File: config.mk
export PLATFORM = sky130hd
export DESIGN_NAME = fitness_eval
export DESIGN_NICKNAME = d
export VERILOG_FILES = /design/src/rtl/ga_pkg.sv /design/src/rtl/fitness_pipe.sv /design/src/rtl/fitness_eval.sv
export SDC_FILE = /design/constraint.sdc
export NUM_CORES = 1
export LEC_CHECK = 0
export ABC_AREA = 1
export CAP_MARGIN = 20
export CORE_MARGIN = 4
export CORE_UTILIZATION = 55
export DETAILED_ROUTE_END_ITERATION = 6
export HOLD_SLACK_MARGIN = 0.08
export PLACE_DENSITY_LB_ADDON = 0.05
export SLEW_MARGIN = 20
export SYNTH_ARGS = -nofsm -noshare
export SYNTH_HDL_FRONTEND = slang
export SYNTH_SLANG_ARGS = --single-unit
File: constraint.sdc
create_clock -name clk -period 5.05 [get_ports clk]
set_clock_uncertainty 0.2 [all_clocks]
set_input_delay 1.01 -clock clk [delete_from_list [all_inputs] [get_ports clk]]
set_output_delay 1.01 -clock clk [all_outputs]
set_load 0.005 [all_outputs]
File: src/rtl/ga_pkg.sv
// Shared GA datapath definitions.
//   CHROM_WIDTH_DEF / FITNESS_WIDTH_DEF : default widths for feeder and tracker
//   FIT_INVALID                         : all-ones fitness, never beats a real value
//   fe_state_e                          : fitness_eval scan FSM states
package ga_pkg;

  localparam int unsigned CHROM_WIDTH_DEF   = 8;
  localparam int unsigned FITNESS_WIDTH_DEF = 27;

  localparam logic [FITNESS_WIDTH_DEF-1:0] FIT_INVALID = '1;

  typedef enum logic [1:0] {
    StIdle,
    StFetch,
    StDrain,
    StDone
  } fe_state_e;

endpackage

File: src/rtl/fitness_pipe.sv
// Three-stage fitness pipeline: x -> x^2 -> x^3 -> |x^3 - TARGET|.
//   clk, reset : clock, async active-low reset
//   in_valid   : x carries a real chromosome this cycle
//   x          : chromosome (memory read data)
//   out_valid  : fitness/chrom hold a real result
//   chrom      : chromosome of the last valid result (held across bubbles)
//   fitness    : fitness, all-ones whenever out_valid is low
module fitness_pipe import ga_pkg::*; #(
  parameter int unsigned                  CHROM_WIDTH   = CHROM_WIDTH_DEF,
  parameter int unsigned                  FITNESS_WIDTH = FITNESS_WIDTH_DEF,
  parameter logic [FITNESS_WIDTH-1:0]     TARGET        = FITNESS_WIDTH'(1_000_000)
) (
  input  logic                     clk,
  input  logic                     reset,
  input  logic                     in_valid,
  input  logic [CHROM_WIDTH-1:0]   x,
  output logic                     out_valid,
  output logic [CHROM_WIDTH-1:0]   chrom,
  output logic [FITNESS_WIDTH-1:0] fitness
);

  localparam int unsigned SqW   = 2 * CHROM_WIDTH;
  localparam int unsigned CubeW = 3 * CHROM_WIDTH;

  logic                     s1_valid_q, s2_valid_q, s3_valid_q;
  logic [CHROM_WIDTH-1:0]   s1_x_q, s2_x_q, s3_chrom_q;
  logic [SqW-1:0]           s1_sq_q, sq_d;
  logic [CubeW-1:0]         s2_cube_q, cube_d;
  logic [FITNESS_WIDTH-1:0] cube_ext, fit_d, s3_fit_q;

  always_comb begin
    sq_d     = SqW'(x) * SqW'(x);
    cube_d   = CubeW'(s1_sq_q) * CubeW'(s1_x_q);
    cube_ext = FITNESS_WIDTH'(s2_cube_q);
    fit_d    = (cube_ext >= TARGET) ? (cube_ext - TARGET) : (TARGET - cube_ext);
  end

  always_ff @(posedge clk or negedge reset) begin
    if (!reset) begin
      s1_valid_q <= 1'b0;
      s1_x_q     <= '0;
      s1_sq_q    <= '0;
      s2_valid_q <= 1'b0;
      s2_x_q     <= '0;
      s2_cube_q  <= '0;
      s3_valid_q <= 1'b0;
      s3_chrom_q <= '0;
      s3_fit_q   <= '1;
    end else begin
      s1_valid_q <= in_valid;
      s1_x_q     <= x;
      s1_sq_q    <= sq_d;
      s2_valid_q <= s1_valid_q;
      s2_x_q     <= s1_x_q;
      s2_cube_q  <= cube_d;
      s3_valid_q <= s2_valid_q;
      // Bubbles present all-ones so the strict-less-than tracker ignores them;
      // chrom keeps its last real value.
      if (s2_valid_q) begin
        s3_chrom_q <= s2_x_q;
        s3_fit_q   <= fit_d;
      end else begin
        s3_fit_q   <= '1;
      end
    end
  end

  assign out_valid = s3_valid_q;
  assign chrom     = s3_chrom_q;
  assign fitness   = s3_fit_q;

endmodule

File: src/rtl/fitness_eval.sv
// Population scanner feeding the best-chromosome tracker.
//   clk, reset          : clock, async active-low reset
//   start               : begin a scan (sampled only when idle)
//   busy, done          : scan in progress / one-cycle end-of-scan pulse
//   rd_addr1, rd_addr2  : memory addresses for pair k (2k, 2k+1 or 0 if absent)
//   rd_data1, rd_data2  : memory data, one cycle after the address
//   best_clr            : one-cycle tracker clear at the start of a scan
//   chrom1/2, fitness1/2, enable_second : tracker inputs
//   eval_valid          : slot 1 holds a real result
module fitness_eval import ga_pkg::*; #(
  parameter int unsigned              CHROM_WIDTH   = CHROM_WIDTH_DEF,
  parameter int unsigned              FITNESS_WIDTH = FITNESS_WIDTH_DEF,
  parameter int unsigned              POP_SIZE      = 16,
  parameter int unsigned              ADDR_WIDTH    = 4,
  parameter logic [FITNESS_WIDTH-1:0] TARGET        = FITNESS_WIDTH'(1_000_000)
) (
  input  logic                     clk,
  input  logic                     reset,
  input  logic                     start,
  output logic                     busy,
  output logic                     done,
  output logic [ADDR_WIDTH-1:0]    rd_addr1,
  output logic [ADDR_WIDTH-1:0]    rd_addr2,
  input  logic [CHROM_WIDTH-1:0]   rd_data1,
  input  logic [CHROM_WIDTH-1:0]   rd_data2,
  output logic                     best_clr,
  output logic [CHROM_WIDTH-1:0]   chrom1,
  output logic [CHROM_WIDTH-1:0]   chrom2,
  output logic [FITNESS_WIDTH-1:0] fitness1,
  output logic [FITNESS_WIDTH-1:0] fitness2,
  output logic                     enable_second,
  output logic                     eval_valid
);

  localparam int unsigned NumPairs = (POP_SIZE + 1) / 2;
  localparam int unsigned PairW    = (NumPairs > 1) ? $clog2(NumPairs) : 1;
  localparam logic [PairW-1:0] LastPair = PairW'(NumPairs - 1);

  function automatic logic [ADDR_WIDTH-1:0] even_addr(input int unsigned k);
    return ADDR_WIDTH'(2 * k);
  endfunction

  // Missing odd slot (odd POP_SIZE, last pair) reads address 0.
  function automatic logic [ADDR_WIDTH-1:0] odd_addr(input int unsigned k);
    return ((2 * k + 1) < POP_SIZE) ? ADDR_WIDTH'(2 * k + 1) : '0;
  endfunction

  fe_state_e             state_q, state_d;
  logic [PairW-1:0]      pair_q, pair_d;
  logic [1:0]            drain_q, drain_d;
  logic [ADDR_WIDTH-1:0] addr1_q, addr1_d, addr2_q, addr2_d;
  logic                  rd_valid1_q, rd_valid1_d, rd_valid2_q, rd_valid2_d;

  always_comb begin
    state_d = state_q;
    pair_d  = pair_q;
    drain_d = drain_q;
    addr1_d = addr1_q;
    addr2_d = addr2_q;
    unique case (state_q)
      StIdle: begin
        if (start) begin
          state_d = StFetch;
          pair_d  = '0;
          addr1_d = even_addr(0);
          addr2_d = odd_addr(0);
        end
      end
      StFetch: begin
        if (pair_q == LastPair) begin
          state_d = StDrain;
          drain_d = '0;
        end else begin
          pair_d  = pair_q + 1'b1;
          addr1_d = even_addr(int'(pair_q) + 1);
          addr2_d = odd_addr(int'(pair_q) + 1);
        end
      end
      // Four cycles after the last issue the final pair leaves the pipe.
      StDrain: begin
        if (drain_q == 2'd3) state_d = StDone;
        else                 drain_d = drain_q + 2'd1;
      end
      StDone: state_d = StIdle;
      default: state_d = StIdle;
    endcase
  end

  // Valid bits line up with memory data, one cycle after the address.
  always_comb begin
    rd_valid1_d = (state_q == StFetch);
    rd_valid2_d = (state_q == StFetch) && ((2 * int'(pair_q) + 1) < int'(POP_SIZE));
  end

  always_ff @(posedge clk or negedge reset) begin
    if (!reset) begin
      state_q     <= StIdle;
      pair_q      <= '0;
      drain_q     <= '0;
      addr1_q     <= '0;
      addr2_q     <= '0;
      rd_valid1_q <= 1'b0;
      rd_valid2_q <= 1'b0;
    end else begin
      state_q     <= state_d;
      pair_q      <= pair_d;
      drain_q     <= drain_d;
      addr1_q     <= addr1_d;
      addr2_q     <= addr2_d;
      rd_valid1_q <= rd_valid1_d;
      rd_valid2_q <= rd_valid2_d;
    end
  end

  assign busy     = (state_q == StFetch) || (state_q == StDrain);
  assign done     = (state_q == StDone);
  assign best_clr = (state_q == StFetch) && (pair_q == '0);
  assign rd_addr1 = addr1_q;
  assign rd_addr2 = addr2_q;

  fitness_pipe #(
    .CHROM_WIDTH  (CHROM_WIDTH),
    .FITNESS_WIDTH(FITNESS_WIDTH),
    .TARGET       (TARGET)
  ) u_pipe1 (
    .clk      (clk),
    .reset    (reset),
    .in_valid (rd_valid1_q),
    .x        (rd_data1),
    .out_valid(eval_valid),
    .chrom    (chrom1),
    .fitness  (fitness1)
  );

  fitness_pipe #(
    .CHROM_WIDTH  (CHROM_WIDTH),
    .FITNESS_WIDTH(FITNESS_WIDTH),
    .TARGET       (TARGET)
  ) u_pipe2 (
    .clk      (clk),
    .reset    (reset),
    .in_valid (rd_valid2_q),
    .x        (rd_data2),
    .out_valid(enable_second),
    .chrom    (chrom2),
    .fitness  (fitness2)
  );

endmodule
[After elaboration in Yosys (flattened, before gate mapping)]
Cells that the tools add are included.
W data, S select, Z words.
Word-level totals
  register bits after elaboration: 205
  input bits: 19
  output and inout port bits: 83
  logic and storage cells: 83
Cells by class
  $add $sub $neg: 9
  multipliers: 4
  $lt $le $gt $ge: 4
  equality and inequality tests: 10
  mux-type cells: 21
  reductions and logical operators: 10
Operators with widths (count)
  $mux W27: 4
  $sub A20 B24 Y25 const A: 2
  $sub A24 B20 Y25 const B: 2
  $ge A24 B20 Y1 const B: 2
  $mul A16 B8 Y24: 2
  $lt A32 B5 Y1 const B: 1
  $mul A8 B8 Y16: 2
  $mux W4: 5
  $pmux W4 S2: 2
  $mux W2: 5
  $reduce_and A3 Y1: 3
  $ne A2 B2 Y1 const B: 4
  $pmux W2 S4: 1
  $add A5 B1 Y6 const B: 1
  $eq A2 B2 Y1 const B: 3
  $mux W3: 2
  $pmux W3 S2: 1
  $add A4 B1 Y5 const B: 1
  $lt A5 B5 Y1 const B: 1
  $add A3 B1 Y4 const B: 1
  $pmux W2 S2: 1
  $reduce_bool A2 Y1: 2
  $add A3 B1 Y3 const B: 1
  $eq A3 B3 Y1 const B: 1
  other kinds (7): 8

[Depth between registers and ports, before layout]
  depth after elaboration: 6
  mapped depth: 22
  mapped depth without buffers: 21

[By module]
From an unflattened synthesis, not the netlist that was laid out.
Second synthesis, totals
  cells, all modules: 2637
  area, all modules: 20173.1 µm²
Modules (own cells, without submodules)
  fitness_pipe (u_pipe2): times used 1, cells each 1286, area each 9791.9 µm², sequential area each 2258.4 µm²
  fitness_pipe (u_pipe1): times used 1, cells each 1270, area each 9711.8 µm², sequential area each 2258.4 µm²
  fitness_eval: times used 1, cells each 81, area each 669.4 µm², sequential area each 275.3 µm²

[Least setup slack after synthesis]
OpenSTA, ideal clock, no wires.
  path type: input port to flip-flop
  start point: input port rd_data1[1]
  end point: register u_pipe1.s1_sq_q[15]
  library setup time: 79 ps
  data arrival time: 4452 ps
  required time: 4771 ps
  path slack: 319 ps
  cell stages on the path: 15
  buffers on the path: 1
  path through: clkbuf_1 nand2_1 inv_1 fa_1 inv_1 fa_1 fa_1 fa_1 inv_1 ha_1 a21o_1 nand3_1 nand3_1 a21oi_1 xor2_1
Between the ends
  word-level cells in the longest chain between the ends: 1
RTL lines
  start: declaration: RTL line fitness_eval.sv:24  | input logic [CHROM_WIDTH-1:0] rd_data1,
  $mul A8 B8 Y16: RTL line fitness_pipe.sv:32  | sq_d = SqW'(x) * SqW'(x);
  net u_pipe1.sq_d[15]: RTL line fitness_pipe.sv:27  | logic [SqW-1:0] s1_sq_q, sq_d;
  end signal: assignment: RTL line fitness_pipe.sv:52  | s1_sq_q <= sq_d;
  end: declaration: RTL line fitness_pipe.sv:27
The timed path passes the listed nets, and every way through them passes these cells.
A chain may end at the register's enable or synchronous reset.

[Worst setup path in the final report]
  start point: register u_pipe1.s1_x_q[3]
  end point: register u_pipe1.s2_cube_q[14]
Between the ends
  word-level cells in the longest chain between the ends: 1
RTL lines
  start: declaration: RTL line fitness_pipe.sv:26  | logic [CHROM_WIDTH-1:0] s1_x_q, s2_x_q, s3_chrom_q;
  start signal: assignment: RTL line fitness_pipe.sv:41  | s1_x_q <= '0;
  start signal: assignment: RTL line fitness_pipe.sv:51  | s1_x_q <= x;
  $mul A16 B8 Y24: RTL line fitness_pipe.sv:33  | cube_d = CubeW'(s1_sq_q) * CubeW'(s1_x_q);
  net u_pipe1.cube_d[14]: RTL line fitness_pipe.sv:28  | logic [CubeW-1:0] s2_cube_q, cube_d;
  end signal: assignment: RTL line fitness_pipe.sv:55  | s2_cube_q <= cube_d;
  end: declaration: RTL line fitness_pipe.sv:28
The timed path passes the listed nets, and every way through them passes these cells.

==> flow_metrics.tcl <==
set metrics [dict create \
    grt_pass1_vias 16770 \
    antenna_left 0 \
    cts_tree "yes" \
    synthDistinctLibCells 43 \
    grt_first_pass_wirelength_um 79810 \
    rr_endpoint "u_pipe1.s2_cube_q[14]" \
    drv_slew 0 \
    reg2reg_from "u_pipe1.s1_x_q[3]" \
    finalCriticalPeriod_ps 4789 \
    rsz0062_at_grt "false" \
    hold_buffers 0 \
    dieArea_um2 40210 \
    synth_top_area_cell "fa_1" \
    syn-cell-area_um2 20380 \
    drt-pass1-iter-count 5 \
    yosysSeqAreaShare_pct 23.14 \
    layout_common_cells "718 x nand2_1, 655 x inv_1, 210 x fa_1" \
    worstSetupPathType "flop to flop" \
    place_congestion 0.9301 \
    hold_violations 0 \
    crit_end "u_pipe1.s2_cube_q[14]" \
    worstMarginPinSlew_ps 783.0 \
    clkSlewWorstSetupHoldPaths_ps 70 \
    drt_drc_violations_left 0 \
    core-area_um2 36610 \
    vias 16180 \
    fin_crit_sh_pct 94.83 \
    worst_hold_path_type "flop to flop" \
    status "finished clean" \
    final_common_cell "nand2_1" \
    crit_fanout 16 \
    arrival_ps 4950 \
    critPathCaptureType "flop" \
    cts_setup_buffers 0 \
    initial_core_util_pct 55.68 \
    dp_slack_ps -257.1 \
    fmax_mhz 208.8 \
    die_w_um 200.5 \
    antenna_cells 0 \
    die_h_um 200.5 \
    reg2regPathDepth 15 \
    insertion_delay_ps 460 \
    finalWorstSetupSlack_ps 261.2 \
    critPathLaunch "u_pipe1.s1_x_q[3]" \
    ys_ff_latch 186 \
    grt_usage_pct 23.49 \
    cts_root_buffer "clkbuf_16" \
    synth_top_area_share_pct 20.62 \
    holdWs_ps 151.2 \
    htree_num_levels 4 \
    min_from "u_pipe1.s1_valid_q" \
    areaGrowthSynthToFinish_pct 10.67 \
    avgSynthCellArea_um2 7.620 \
    hpwl_um 36800 \
    avgRoutedWirePerCell_um 13.95 \
    grt_max_degree 79 \
    rows 70 \
    required_ps 5210 \
    yosysWarnings 0 \
    cp-start-kind "flop" \
    clock_path_buffers 2 \
    io_buffers 100 \
    drtIter0Drc 684 \
    cts_made_buffers 17 \
    antenna_found_initial 0 \
    grt.overflow.total 0 \
    slew_headroom_pct 47.80 \
    drive_above_1_share_pct 7.125 \
    wirelength_um 45280 \
    setup_violations 0 \
    clkSinkCount 186 \
    synth_cells 2675 \
    synth_area_leaders "fa_1 21%, dfrtp_1 17%, nand2_1 13%, inv_1 12%, ha_1 10%" \
    io_pins 102 \
    reg2reg_slack_ps 260 \
    cap_violations 0 \
    nNetsFinal 3158 \
    vias_per_cell 4.984 \
    ctsResizeCount 0 \
]
area by class of cell:
| cell class | count | area (um2) |
|---|---|---|
| clock inverter | 12 | 107.6 |
| clock buffer | 20 | 467.9 |
| tap | 468 | 585.6 |
| multi-input combinational | 1750 | 12800 |
| fill | 3358 | 14050 |
| sequential | 186 | 4722 |
| inverter | 661 | 2484 |
| timing repair buffer | 150 | 1395 |
synth_stat cells:
| cell type | count |
|---|---|
| a21boi_0 | 2 |
| nand2_1 | 718 |
| o21a_1 | 4 |
| inv_4 | 1 |
| buf_6 | 8 |
| fa_1 | 210 |
| o21ai_0 | 57 |
| nand3_4 | 1 |
| o21ai_2 | 1 |
| a21o_1 | 4 |
| buf_2 | 2 |
| nand2_4 | 2 |
| buf_4 | 8 |
| a31oi_1 | 1 |
| clkbuf_1 | 66 |
| o21ai_1 | 2 |
| nor2_2 | 6 |
| nor2_1 | 135 |
| xor2_1 | 71 |
| nor2_4 | 7 |
| nor3_1 | 15 |
| nand3_1 | 155 |
| nand3_2 | 3 |
| mux2_2 | 15 |
| nand3b_1 | 3 |
| xnor2_1 | 26 |
| a21oi_1 | 80 |
| inv_1 | 655 |
| nand4_1 | 24 |
| dfrtp_1 | 136 |
| ha_1 | 163 |
| o21bai_1 | 10 |
| nand4_2 | 1 |
| clkbuf_2 | 3 |
| o211ai_2 | 6 |
| and2_1 | 3 |
| nand2_2 | 10 |
| dfstp_2 | 50 |
| inv_2 | 5 |
| a21oi_4 | 2 |
| conb_1 | 2 |
| a21oi_2 | 1 |
| a2bb2oi_1 | 1 |
per-layer routing:
layer	vias to the layer above	global-route usage, %	wire length, um
met2	385	40.32	21970
met5	-	0	0
met1	7640	32.05	20570
met3	61	2.682	1968
met4	0	6.096	772
li1	8098	-	-
how the worst min path moves through the flow:
stage / end / slack [ps] / depth (start not counted)
after floorplan: u_pipe1.s1_valid_q / 130 / 0
after global placement: u_pipe1.s1_valid_q / 140 / 0
after detailed placement: u_pipe1.s2_valid_q / 140 / 0
after CTS: u_pipe1.s2_valid_q / 160 / 0
after global routing: u_pipe1.s1_valid_q / 170 / 0
final: u_pipe1.s2_valid_q / 150 / 0
flip-flops by register name (all words and copies together) (netlist names), 2 cells and up:
signal / cells
u_pipe1.s1_sq_q: 14
u_pipe2.s1_sq_q: 14
rd_addr2: 3
u_pipe1.s1_x_q: 8
u_pipe2.chrom: 8
state_q: 2
drain_q: 2
u_pipe1.s2_cube_q: 24
pair_q: 2
u_pipe1.fitness: 25
u_pipe2.s2_x_q: 7
u_pipe2.s2_cube_q: 24
u_pipe1.chrom: 8
u_pipe1.s2_x_q: 7
u_pipe2.s1_x_q: 8
u_pipe2.fitness: 25
cells by family after synthesis:
| family | Yosys count | share of synthesized area, % |
|---|---|---|
| other | 2 | 0.03684 |
| AO/OA/AOI/OAI | 171 | 4.837 |
| multiplexers | 15 | 0.8286 |
| flip-flops | 186 | 23.14 |
| XOR/XNOR | 97 | 4.168 |
| AND/OR/NAND/NOR | 1083 | 22.10 |
| adder cells (fa/ha/maj) | 373 | 30.63 |
| buffers and inverters | 748 | 14.26 |
metrics by stage:
stage | cell area (um2) | instances | setup TNS (ps) | utilization (%)
after floorplan | 20420 | 2684 | 0 | -
after global placement | 21970 | 3215 | -1302 | 60.02
after detailed placement | 21970 | 3215 | -1954 | 60.02
after CTS | 22550 | 3247 | 0 | 61.60
after global routing | 22560 | 3247 | 0 | 61.62
final | 22560 | 3247 | 0 | 61.62
worst max-delay path: stages, from the launching register on:
cell,delay [ps]
dfrtp_1,850
nand2_1,160
fa_1,510
fa_1,490
inv_1,50
fa_1,520
inv_1,50
fa_1,520
inv_1,40
ha_1,350
a21oi_1,280
inv_1,70
nand2_1,70
nand3_1,150
a21oi_1,220
xnor2_1,160
Power is not shown: default switching activity piles up to over one toggle a cycle in this logic, so the estimate is an artifact.
